## config.mk

```make
export PLATFORM = sky130hd
export DESIGN_NAME = regfile_writeback_flat
export DESIGN_NICKNAME = d
export VERILOG_FILES = /design/src/rtl/regfile_writeback_if.sv /design/src/rtl/regfile_writeback.sv /design/src/flat_wrapper.sv
export SDC_FILE = /design/constraint.sdc
export NUM_CORES = 1
export LEC_CHECK = 0
export CAP_MARGIN = 20
export CORE_AREA = 2 2 176 161
export CTS_BUF_LIST = sky130_fd_sc_hd__clkbuf_2 sky130_fd_sc_hd__clkbuf_4 sky130_fd_sc_hd__clkbuf_8
export DETAILED_ROUTE_END_ITERATION = 7
export DIE_AREA = 0 0 178 163
export SLEW_MARGIN = 10
export SYNTH_ARGS = -nofsm -noshare
export SYNTH_HDL_FRONTEND = slang
export SYNTH_SLANG_ARGS = --single-unit
```

## constraint.sdc

```tcl
create_clock -name clk -period 3 [get_ports clk]
set_clock_uncertainty 0.15 [all_clocks]
set_input_delay 0.6 -clock clk [delete_from_list [all_inputs] [get_ports clk]]
set_output_delay 0.6 -clock clk [all_outputs]
set_load 0.02 [all_outputs]
```

## src/rtl/regfile_writeback_if.sv

```systemverilog
// -----------------------------------------------------------------------------
// regfile_writeback_if
//   Bundle of the handshake, write-port and hazard-query signals used by the
//   register-file write-back front end.
//
//   master : producer/consumer side (drives results, hold and chk_addr;
//            observes ready, write port, busy, chk_busy and count)
//   slave  : the write-back block itself
//
//   Signals
//     alu_valid/alu_addr/alu_data/alu_ready : ALU result handshake
//     id_valid/id_addr/id_data/id_ready     : decoder result handshake
//     hold                                  : stall draining (queue keeps filling)
//     write_addr/write_value_alu/write_value_id/write_data_sel/write_enable
//                                           : registered register-file write port
//     busy                                  : per-register pending-write flags
//     chk_addr/chk_busy                     : single-register hazard query
//     count                                 : queue occupancy
// -----------------------------------------------------------------------------
interface regfile_writeback_if #(
  parameter int DEPTH  = 4,
  parameter int DATA_W = 32,
  parameter int ADDR_W = 3
);
  localparam int CNT_W = $clog2(DEPTH) + 1;
  localparam int NREG  = 1 << ADDR_W;

  logic              alu_valid;
  logic [ADDR_W-1:0] alu_addr;
  logic [DATA_W-1:0] alu_data;
  logic              alu_ready;

  logic              id_valid;
  logic [ADDR_W-1:0] id_addr;
  logic [DATA_W-1:0] id_data;
  logic              id_ready;

  logic              hold;

  logic [ADDR_W-1:0] write_addr;
  logic [DATA_W-1:0] write_value_alu;
  logic [DATA_W-1:0] write_value_id;
  logic              write_data_sel;
  logic              write_enable;

  logic [NREG-1:0]   busy;
  logic [ADDR_W-1:0] chk_addr;
  logic              chk_busy;
  logic [CNT_W-1:0]  count;

  modport master (
    output alu_valid, alu_addr, alu_data,
    output id_valid, id_addr, id_data,
    output hold, chk_addr,
    input  alu_ready, id_ready,
    input  write_addr, write_value_alu, write_value_id, write_data_sel, write_enable,
    input  busy, chk_busy, count
  );

  modport slave (
    input  alu_valid, alu_addr, alu_data,
    input  id_valid, id_addr, id_data,
    input  hold, chk_addr,
    output alu_ready, id_ready,
    output write_addr, write_value_alu, write_value_id, write_data_sel, write_enable,
    output busy, chk_busy, count
  );
endinterface

```

## src/rtl/regfile_writeback.sv

```systemverilog
// -----------------------------------------------------------------------------
// regfile_writeback
//   Writer-side front end of the 8x32 general register file. Accepts results
//   from the ALU and the instruction decoder, arbitrates fairly between them,
//   queues them in order and drives the register-file write port at one write
//   per cycle. A per-register pending counter tracks every accepted write until
//   the register file has captured it, for hazard checks.
//
//   Ports
//     clk  : system clock, all state on the rising edge
//     rst  : synchronous active-high reset
//     bus  : regfile_writeback_if.slave (handshakes, write port, busy,
//            chk_addr/chk_busy, count)
//
//   Optional feature (macro WB_BYPASS_EN)
//     When defined, a result accepted while the queue is empty and hold is low
//     goes straight into the write-port registers, skipping the queue.
// -----------------------------------------------------------------------------
module regfile_writeback #(
  parameter int DEPTH  = 4,
  parameter int DATA_W = 32,
  parameter int ADDR_W = 3
) (
  input  logic               clk,
  input  logic               rst,
  regfile_writeback_if.slave bus
);

  localparam int PTR_W  = $clog2(DEPTH);
  localparam int CNT_W  = PTR_W + 1;
  localparam int PEND_W = $clog2(DEPTH + 2);
  localparam int NREG   = 1 << ADDR_W;

  typedef struct packed {
    logic              src;   // 1 = ALU, 0 = decoder
    logic [ADDR_W-1:0] addr;
    logic [DATA_W-1:0] data;
  } entry_t;

  // Queue storage and pointers (extra MSB is the wrap bit)
  entry_t            mem_q [DEPTH];
  logic [PTR_W:0]    wr_ptr_q, wr_ptr_d;
  logic [PTR_W:0]    rd_ptr_q, rd_ptr_d;

  // Arbiter preference: 1 = ALU wins the next contested cycle
  logic              pref_alu_q, pref_alu_d;

  // Write-port output registers
  logic              we_q, we_d;
  logic [ADDR_W-1:0] waddr_q, waddr_d;
  logic              wsel_q, wsel_d;
  logic [DATA_W-1:0] wval_alu_q, wval_alu_d;
  logic [DATA_W-1:0] wval_id_q, wval_id_d;

  // Scoreboard
  logic [PEND_W-1:0] pend_q [NREG];
  logic [PEND_W-1:0] pend_d [NREG];
  logic [NREG-1:0]   busy_vec;

  logic [CNT_W-1:0]  count;
  logic              space, contested;
  logic              alu_acc, id_acc, push, pop, bypass, load_out;
  entry_t            in_entry, head, out_entry;

  assign count     = wr_ptr_q - rd_ptr_q;
  // Space ignores a same-cycle pop so ready never depends on hold.
  assign space     = (count < CNT_W'(DEPTH));
  assign contested = bus.alu_valid && bus.id_valid;

  assign bus.alu_ready = space && (!contested || pref_alu_q);
  assign bus.id_ready  = space && (!contested || !pref_alu_q);

  assign alu_acc  = bus.alu_valid && bus.alu_ready;
  assign id_acc   = bus.id_valid && bus.id_ready;
  assign push     = alu_acc || id_acc;
  assign in_entry = alu_acc ? {1'b1, bus.alu_addr, bus.alu_data}
                            : {1'b0, bus.id_addr, bus.id_data};

  assign head = mem_q[rd_ptr_q[PTR_W-1:0]];
  assign pop  = !bus.hold && (count != '0);

`ifdef WB_BYPASS_EN
  assign bypass = push && (count == '0) && !bus.hold;
`else
  assign bypass = 1'b0;
`endif

  // pop and bypass are mutually exclusive: bypass needs an empty queue.
  assign load_out  = pop || bypass;
  assign out_entry = bypass ? in_entry : head;

  always_comb begin
    // NOTE: every signal written here gets a default first, so no latch can be inferred.
    wr_ptr_d   = wr_ptr_q;
    rd_ptr_d   = rd_ptr_q;
    pref_alu_d = pref_alu_q;
    we_d       = 1'b0;
    waddr_d    = waddr_q;
    wsel_d     = wsel_q;
    wval_alu_d = wval_alu_q;
    wval_id_d  = wval_id_q;

    // Preference flips only after a contested grant, giving strict alternation.
    if (contested && space) pref_alu_d = !pref_alu_q;

    if (push && !bypass) wr_ptr_d = wr_ptr_q + (PTR_W+1)'(1);
    if (pop)             rd_ptr_d = rd_ptr_q + (PTR_W+1)'(1);

    if (load_out) begin
      we_d       = 1'b1;
      waddr_d    = out_entry.addr;
      wsel_d     = out_entry.src;
      wval_alu_d = out_entry.src ? out_entry.data : '0;
      wval_id_d  = out_entry.src ? '0 : out_entry.data;
    end

    // Increment on accept, decrement when the register file captures the
    // write (the edge on which write_enable is high); both cancel out.
    for (int r = 0; r < NREG; r++) begin
      pend_d[r] = pend_q[r];
      if (push && (in_entry.addr == ADDR_W'(r)))
        pend_d[r] = pend_d[r] + PEND_W'(1);
      if (we_q && (waddr_q == ADDR_W'(r)))
        pend_d[r] = pend_d[r] - PEND_W'(1);
      busy_vec[r] = (pend_q[r] != '0);
    end
  end

  always_ff @(posedge clk) begin
    // NOTE: sequential state uses non-blocking assignments so every register samples pre-edge values.
    if (rst) begin
      wr_ptr_q   <= '0;
      rd_ptr_q   <= '0;
      pref_alu_q <= 1'b1;
      we_q       <= 1'b0;
      waddr_q    <= '0;
      wsel_q     <= 1'b0;
      wval_alu_q <= '0;
      wval_id_q  <= '0;
      for (int r = 0; r < NREG; r++) pend_q[r] <= '0;
    end else begin
      wr_ptr_q   <= wr_ptr_d;
      rd_ptr_q   <= rd_ptr_d;
      pref_alu_q <= pref_alu_d;
      we_q       <= we_d;
      waddr_q    <= waddr_d;
      wsel_q     <= wsel_d;
      wval_alu_q <= wval_alu_d;
      wval_id_q  <= wval_id_d;
      for (int r = 0; r < NREG; r++) pend_q[r] <= pend_d[r];
    end
  end

  // NOTE: queue storage is not reset; the pointers alone decide which entries are live.
  always_ff @(posedge clk) begin
    if (push && !bypass) mem_q[wr_ptr_q[PTR_W-1:0]] <= in_entry;
  end

  assign bus.write_enable    = we_q;
  assign bus.write_addr      = waddr_q;
  assign bus.write_data_sel  = wsel_q;
  assign bus.write_value_alu = wval_alu_q;
  assign bus.write_value_id  = wval_id_q;
  assign bus.busy            = busy_vec;
  assign bus.chk_busy        = busy_vec[bus.chk_addr];
  assign bus.count           = count;

endmodule

```

## src/flat_wrapper.sv

```systemverilog
// flat-port wrapper written by rule: the top's interface ports become plain ports
module regfile_writeback_flat 
#(
  parameter int DEPTH  = 4,
  parameter int DATA_W = 32,
  parameter int ADDR_W = 3
)
  (clk, rst, bus_alu_valid, bus_alu_addr, bus_alu_data, bus_id_valid, bus_id_addr, bus_id_data, bus_hold, bus_chk_addr, bus_alu_ready, bus_id_ready, bus_write_addr, bus_write_value_alu, bus_write_value_id, bus_write_data_sel, bus_write_enable, bus_busy, bus_chk_busy, bus_count);
  regfile_writeback_if #(.DEPTH(DEPTH), .DATA_W(DATA_W), .ADDR_W(ADDR_W)) bus_i ();
  input  logic clk;
  input  logic rst;
  input wire logic [$bits(bus_i.alu_valid)-1:0] bus_alu_valid;
  input wire logic [$bits(bus_i.alu_addr)-1:0] bus_alu_addr;
  input wire logic [$bits(bus_i.alu_data)-1:0] bus_alu_data;
  input wire logic [$bits(bus_i.id_valid)-1:0] bus_id_valid;
  input wire logic [$bits(bus_i.id_addr)-1:0] bus_id_addr;
  input wire logic [$bits(bus_i.id_data)-1:0] bus_id_data;
  input wire logic [$bits(bus_i.hold)-1:0] bus_hold;
  input wire logic [$bits(bus_i.chk_addr)-1:0] bus_chk_addr;
  output wire logic [$bits(bus_i.alu_ready)-1:0] bus_alu_ready;
  output wire logic [$bits(bus_i.id_ready)-1:0] bus_id_ready;
  output wire logic [$bits(bus_i.write_addr)-1:0] bus_write_addr;
  output wire logic [$bits(bus_i.write_value_alu)-1:0] bus_write_value_alu;
  output wire logic [$bits(bus_i.write_value_id)-1:0] bus_write_value_id;
  output wire logic [$bits(bus_i.write_data_sel)-1:0] bus_write_data_sel;
  output wire logic [$bits(bus_i.write_enable)-1:0] bus_write_enable;
  output wire logic [$bits(bus_i.busy)-1:0] bus_busy;
  output wire logic [$bits(bus_i.chk_busy)-1:0] bus_chk_busy;
  output wire logic [$bits(bus_i.count)-1:0] bus_count;
  assign bus_i.alu_valid = bus_alu_valid;
  assign bus_i.alu_addr = bus_alu_addr;
  assign bus_i.alu_data = bus_alu_data;
  assign bus_i.id_valid = bus_id_valid;
  assign bus_i.id_addr = bus_id_addr;
  assign bus_i.id_data = bus_id_data;
  assign bus_i.hold = bus_hold;
  assign bus_i.chk_addr = bus_chk_addr;
  assign bus_alu_ready = bus_i.alu_ready;
  assign bus_id_ready = bus_i.id_ready;
  assign bus_write_addr = bus_i.write_addr;
  assign bus_write_value_alu = bus_i.write_value_alu;
  assign bus_write_value_id = bus_i.write_value_id;
  assign bus_write_data_sel = bus_i.write_data_sel;
  assign bus_write_enable = bus_i.write_enable;
  assign bus_busy = bus_i.busy;
  assign bus_chk_busy = bus_i.chk_busy;
  assign bus_count = bus_i.count;
  regfile_writeback #(.DEPTH(DEPTH), .DATA_W(DATA_W), .ADDR_W(ADDR_W)) u_core (.clk(clk), .rst(rst), .bus(bus_i));
endmodule
```

# Word-level counts from Yosys, hierarchy flattened
# Memory sizes are Yosys's and may differ from the RTL's. A register that Yosys moved wholly into a read port is not among the register bits.
# Cells that the tools add are included.
[totals]
latch_bits = 0
mem_count = 2
ramBits = 168
reg_bits = 76
rom_bits = 0
input_bits = 78
out_inout_bits = 83
[mem_list]
columns = ["name", "words", "word_bits", "read_ports", "rd_ports_with_merged_regs", "write_ports", "line_no", "text"]
rows = [
  ["u_core.mem_q", 4, 36, 1, 1, 1, "regfile_writeback.sv:41", "entry_t mem_q [DEPTH];"],
  ["u_core.pend_q", 8, 3, 8, 0, 8, "regfile_writeback.sv:56", "logic [PEND_W-1:0] pend_q [NREG];"],
]
[classes]
shift = 0
bitwise = 8
mux = 37
n_reduce_logical = 40
div = 0
n_lt_le_gt_ge = 2
n_mul = 0
eq_ne = 14
n_addsub = 19
[ops]
columns = ["op", "count"]
rows = [
  ["$mux 3", 24],
  ["$mux 32", 2],
  ["$mux 36", 1],
  ["$add 3x1->3 const B", 10],
  ["$reduce_bool 3->1", 9],
  ["$eq 3x3->1 const B", 8],
  ["$sub 3x1->3 const B", 8],
  ["$logic_and 1x1->1", 23],
  ["$eq 3x2->1 const B", 4],
  ["$or 1x1->1", 8],
  ["$mux 1", 7],
  ["$eq 3x1->1 const B", 2],
  ["$logic_not 3->1", 2],
  ["$lt 3x4->1 const B", 1],
  ["$mux 2", 2],
  ["$bmux 1 s3", 1],
  ["$logic_not 1->1", 3],
  ["$logic_or 1x1->1", 3],
  ["$lt 3x3->1 const B", 1],
  ["$sub 3x3->3", 1],
]

# Depth between registers and ports, before layout
[depth]
ltp_word = 12
depth_mapped = 14
ltp_nobuf = 13

# Least setup slack after synthesis
# OpenSTA, ideal clock, no wires.
[synth_timing]
path_type = "reg2reg"
startpoint = "register u_core.wr_ptr_q[0]"
endpoint = "memory u_core.mem_q[3][0] (netlist name) (enable)"
stages_incl_launch_ff = 10
t_arrival_ns = 2.779
t_required_ns = 2.452
setup_ns = 0.398
slack_ns = -0.328
path_cell_list = "dfxtp_1 > inv_1 > ha_1 > fa_1 > xnor3_2 > inv_2 > buf_12 > nor2_4 > buf_2 > and2_1"
[synth_via]
elab_chain_len = 7
[synth_rtl]
columns = ["item", "line_no", "text"]
rows = [
  ["from (decl)", "regfile_writeback.sv:42", "logic [PTR_W:0] wr_ptr_q, wr_ptr_d;"],
  ["from (signal assigned)", "regfile_writeback.sv:142", "wr_ptr_q <= wr_ptr_d;"],
  ["$sub 3x3->3 (*)", "regfile_writeback.sv:65", "assign count = wr_ptr_q - rd_ptr_q;"],
  ["net bus_count[2]", "flat_wrapper.sv:29", "output wire logic [$bits(bus_i.count)-1:0] bus_count;"],
  ["$lt 3x3->1 (*)", "regfile_writeback.sv:67", "assign space = (count < CNT_W'(DEPTH));"],
  ["$logic_and 1x1->1 (on tied branches)", "regfile_writeback.sv:70, regfile_writeback.sv:71", ""],
  ["$logic_and 1x1->1 (on tied branches)", "regfile_writeback.sv:73, regfile_writeback.sv:74", ""],
  ["$logic_or 1x1->1 (*)", "regfile_writeback.sv:75", "assign push = alu_acc || id_acc;"],
  ["$mux 1 (*)", "regfile_writeback.sv:156", "if (push && !bypass) mem_q[wr_ptr_q[PTR_W-1:0]] <= in_entry;"],
  ["$mux 1 (implied by the code) (*)", "regfile_writeback.sv:156", ""],
  ["to (decl)", "regfile_writeback.sv:41", ""],
]
# Mark *: on every way through the listed nets, which the timed path passes. The rest lies on a longest branch.

==> run summary <==
========================================================================================================
CTS H-Tree Depth                                                                                       2
Period utilization                                                                                 99.6%
Half-perimeter wire length of the detailed placement result                                     16700 µm
Run status                                                                                     completed
Count of mapped cells out of synthesis                                                               845
Total of buffers placed on input and output ports                                                    160
Total core area                                                                                27400 µm²
Routed Antenna Nets                                                                                    0
Number of buffers and inverters on the critical path                                                   3
Power per cell area                                                                          1010 nW/µm²
CTS Buf Count                                                                                         41
Pins over their slew limit                                                                             0
Fraction of layout cells with a size suffix above 1                                                23.6%
Number of buffers on the longest clock path                                                            3
Post-DR wirelength/cell                                                                          17.5 µm
Pre-CTS setup slack                                                                              -186 ps
Weighted congestion reported at the end of routability-driven placement                            0.746
Total leakage power                                                                           0.00526 µW
Layout-stage area growth over the synthesis result                                                 32.4%
Maximum number of pins on one net before global-route repair                                          40
Antenna violations before repair                                                                       0
Clock Sink Count                                                                                     246
Endpoint class of the critical path                                                            flip-flop
Setup violations, final                                                                                0
Critical path's top delay family                                                             adder cells
Filler Cells Inserted                                                                               2348
Final hold violation count                                                                             0
Die W                                                                                             178 µm
Drt via density                                                                                     4.98
Antenna diode instance count                                                                           0
Insertion delay to the later sink of the worst-skew pair                                          540 ps
DRC violations left                                                                                    0
Wire length of the first global-routing pass                                                    39800 µm
Path category of the worst min-delay check                                                       reg2reg
Area of the mapped netlist                                                                     10700 µm²
Top-Level Pins                                                                                       161
Aggregate global routing overflow                                                                      0
Iteration-0 DRC count of the detailed router                                                         463
Worst voltage drop across the vdd grid                                                            509 µV
Unrepaired setup endpoints after global routing                                                     true
Series of cell instances along the critical path                                            inv_2 -> ha_4 -> fa_2 -> xnor3_2 -> inv_8 -> buf_4 -> nor4_4 -> o21ai_2 -> mux2i_2 -> ha_1 -> nand2_1 -> xnor2_2 -> xnor2_1 -> nor2_1
Number of distinct library cell variants in the gate-level netlist after synthesis                    51
Post-CTS clock slew at the launch and capture registers of the worst setup and hold paths          60 ps
Worst Path Max Fanout                                                                                  6
Average footprint of a synthesized cell                                                         12.7 µm²
CP max stage delay                                                                                340 ps
Worst setup margin                                                                               12.1 ps
Async set-reset flop share out of synthesis                                                           0%
Number of enable-type register cells in the synthesized netlist                                      144
Root cell of the clock tree                                                                     clkbuf_8
Total Nets Final                                                                                    1177
Slowest CP cell                                                                                  dfxtp_2
Total number of vias                                                                                7272
Arrival time at the worst endpoint                                                               3270 ps
Flip-flop cell with the highest count after synthesis                                           edfxtp_1
Initial Utilization                                                                                39.1%
First-pass detailed-route iteration total                                                              4
Sequential element share of the synthesized area                                                   59.5%
Cell Rows                                                                                             58
Total power draw                                                                                14300 µW
Number of global-route vias before repair                                                           7235
# Max-Cap Violations                                                                                   0
Max Fclk                                                                                         335 MHz
Transition time at the pin with the least slew margin                                            1040 ps
Kind of critical path                                                                            reg2reg
CTS tree                                                                                             yes
Tightest slew margin relative to the limit                                                         30.7%
Number of storage elements in the synthesis netlist                                                  246
Syn Nets                                                                                             954
Critical path data required time                                                                 3280 ps
Die span in y                                                                                     163 µm
Worst Setup Start Kind                                                                         flip-flop
Total die area                                                                                 29000 µm²
Global-route total usage across every layer                                                        17.8%
Post-layout minimum cycle time                                                                   2990 ps
Final wirelength                                                                                25500 µm
Total of warnings raised by yosys                                                                      0
FF-to-FF setup slack                                                                               10 ps
========================================================================================================
[cell families after synthesis]
logic type / after synthesis / share of synthesized area (%)
buffers and inverters: 82 / 3.36
AO/OA/AOI/OAI: 115 / 7.70
AND/OR/NAND/NOR: 285 / 12.6
XOR/XNOR: 30 / 3.16
adder cells (fa/ha/maj): 31 / 3.69
flip-flops: 246 / 59.5
multiplexers: 56 / 10.0
[where the power goes]
group / switching [µW] / internal (µW) / total, µW
logic: 3420 / 2640 / 6060
clock network: 1330 / 1540 / 2880
registers: 424 / 4910 / 5340
[placed cells by master (no fill, tap or decap), types with 4 or more instances in the layout]
cell             synthesis  routed
o211ai_1                 8       8
buf_6                    0       4
nand3_1                 40      39
clkdlybuf4s50_1          0     154
inv_1                   24      19
mux2i_2                  0       4
nor2b_1                  4       4
clkbuf_4                 0      15
o21ai_2                  8       5
ha_1                    30      26
a22o_1                  32      32
clkinv_1                 0       8
nand2_1                164     162
dfxtp_1                102      99
mux2i_1                  9       5
nor2_1                  37      36
inv_2                    3       7
mux2_4                   6       6
buf_4                    4      63
xor2_1                   7       5
mux4_2                  38      38
nand2b_1                11      11
edfxtp_1               144     144
buf_12                   1      10
xnor2_2                  8       9
and2_2                   0       4
a21oi_1                 45      45
a21o_1                   8       8
nor4_4                   4       4
clkinv_2                 0       6
a31oi_1                  7       4
clkbuf_8                 0      43
xnor2_1                 14      12
[worst reg2reg max path: cells and delay by family, from the launching register on]
family                   cells  cell delay, ps
AO/OA/AOI/OAI                1             150
XOR/XNOR                     3             580
adder cells (fa/ha/maj)      3             680
buffers and inverters        3             280
flip-flops                   1             340
multiplexers                 1             230
AND/OR/NAND/NOR              3             470
[worst paths after layout]
path | start | depth (start not counted) | to
max | u_core.wr_ptr_q[0] | 14 | u_core.pend_q[0][11]
min | u_core.bus.write_value_alu[10] | 2 | u_core.bus.write_value_alu[10]
max reg2reg | u_core.wr_ptr_q[0] | 14 | u_core.pend_q[0][11]
min reg2reg | u_core.bus.write_value_alu[10] | 2 | u_core.bus.write_value_alu[10]
[metrics by stage]
stage | utilization [%] | instances | hold WS (ps) | setup TNS, ps | area [µm²]
6_report | 51.8 | 1461 | 300 | 0 | 14200
5_1_grt | 51.8 | 1461 | 317 | -1560 | 14200
4_1_cts | 51.3 | 1456 | 302 | -41.8 | 14000
3_5_place_dp | 47.9 | 1373 | 295 | -1110 | 13100
3_3_place_gp | 47.9 | 1373 | 289 | -531 | 13100
2_1_floorplan | - | 845 | 336 | 0 | 10700
[synthesized netlist by cell type, types with 9 or more instances]
master,instances,share of area [%]
a21oi_1,45,2.1
nor2_1,37,1.3
dfxtp_1,102,19
mux4_2,38,8.0
buf_2,16,0.75
nand3_1,40,1.9
clkbuf_1,32,1.1
ha_1,30,3.5
a22o_1,32,2.6
xnor2_1,14,1.1
inv_1,24,0.84
nand2b_1,11,0.64
nand2_1,164,5.8
edfxtp_1,144,40
mux2i_1,9,0.84
[sequential cells by signal, summed over array words and instances (netlist names), named ones only]
signal                      cells
u_core.pref_alu_q               1
u_core.bus.write_value_alu     32
u_core.mem_q                  144
u_core.pend_q                  24
u_core.bus.write_value_id      32
u_core.wr_ptr_q                 3
u_core.bus.write_enable         1
u_core.bus.write_data_sel       1
u_core.bus.write_addr           3
u_core.rd_ptr_q                 3
[metal layers]
layer	wire [µm]	global-route usage [%]	vias up
li1	-	-	3504
met1	11700	24.1	3540
met5	0	0	-
met3	1420	3.59	38
met4	449	4.77	0
met2	12000	29.3	190
[area by class of cell]
cell class	count	area, µm²	share of cell area (%)
well taps	360	450	3.18
inverters	27	109	0.768
clock inverters	18	103	0.724
clock buffers	58	704	4.97
repair buffers	235	2280	16.1
flip-flops and latches	246	6370	45.0
multi-input cells	517	4150	29.3
[what timing repair did]
action / in CTS / in global routing
setup buffers: 7 / 5
resized for setup: 38 / 20
endpoints found under the setup margin: 15 / 16
cloned: 0 / 0
hold buffers: 0 / 0
pin swaps: 8 / 15
No activity file was read; power rests on OpenSTA's default activity.
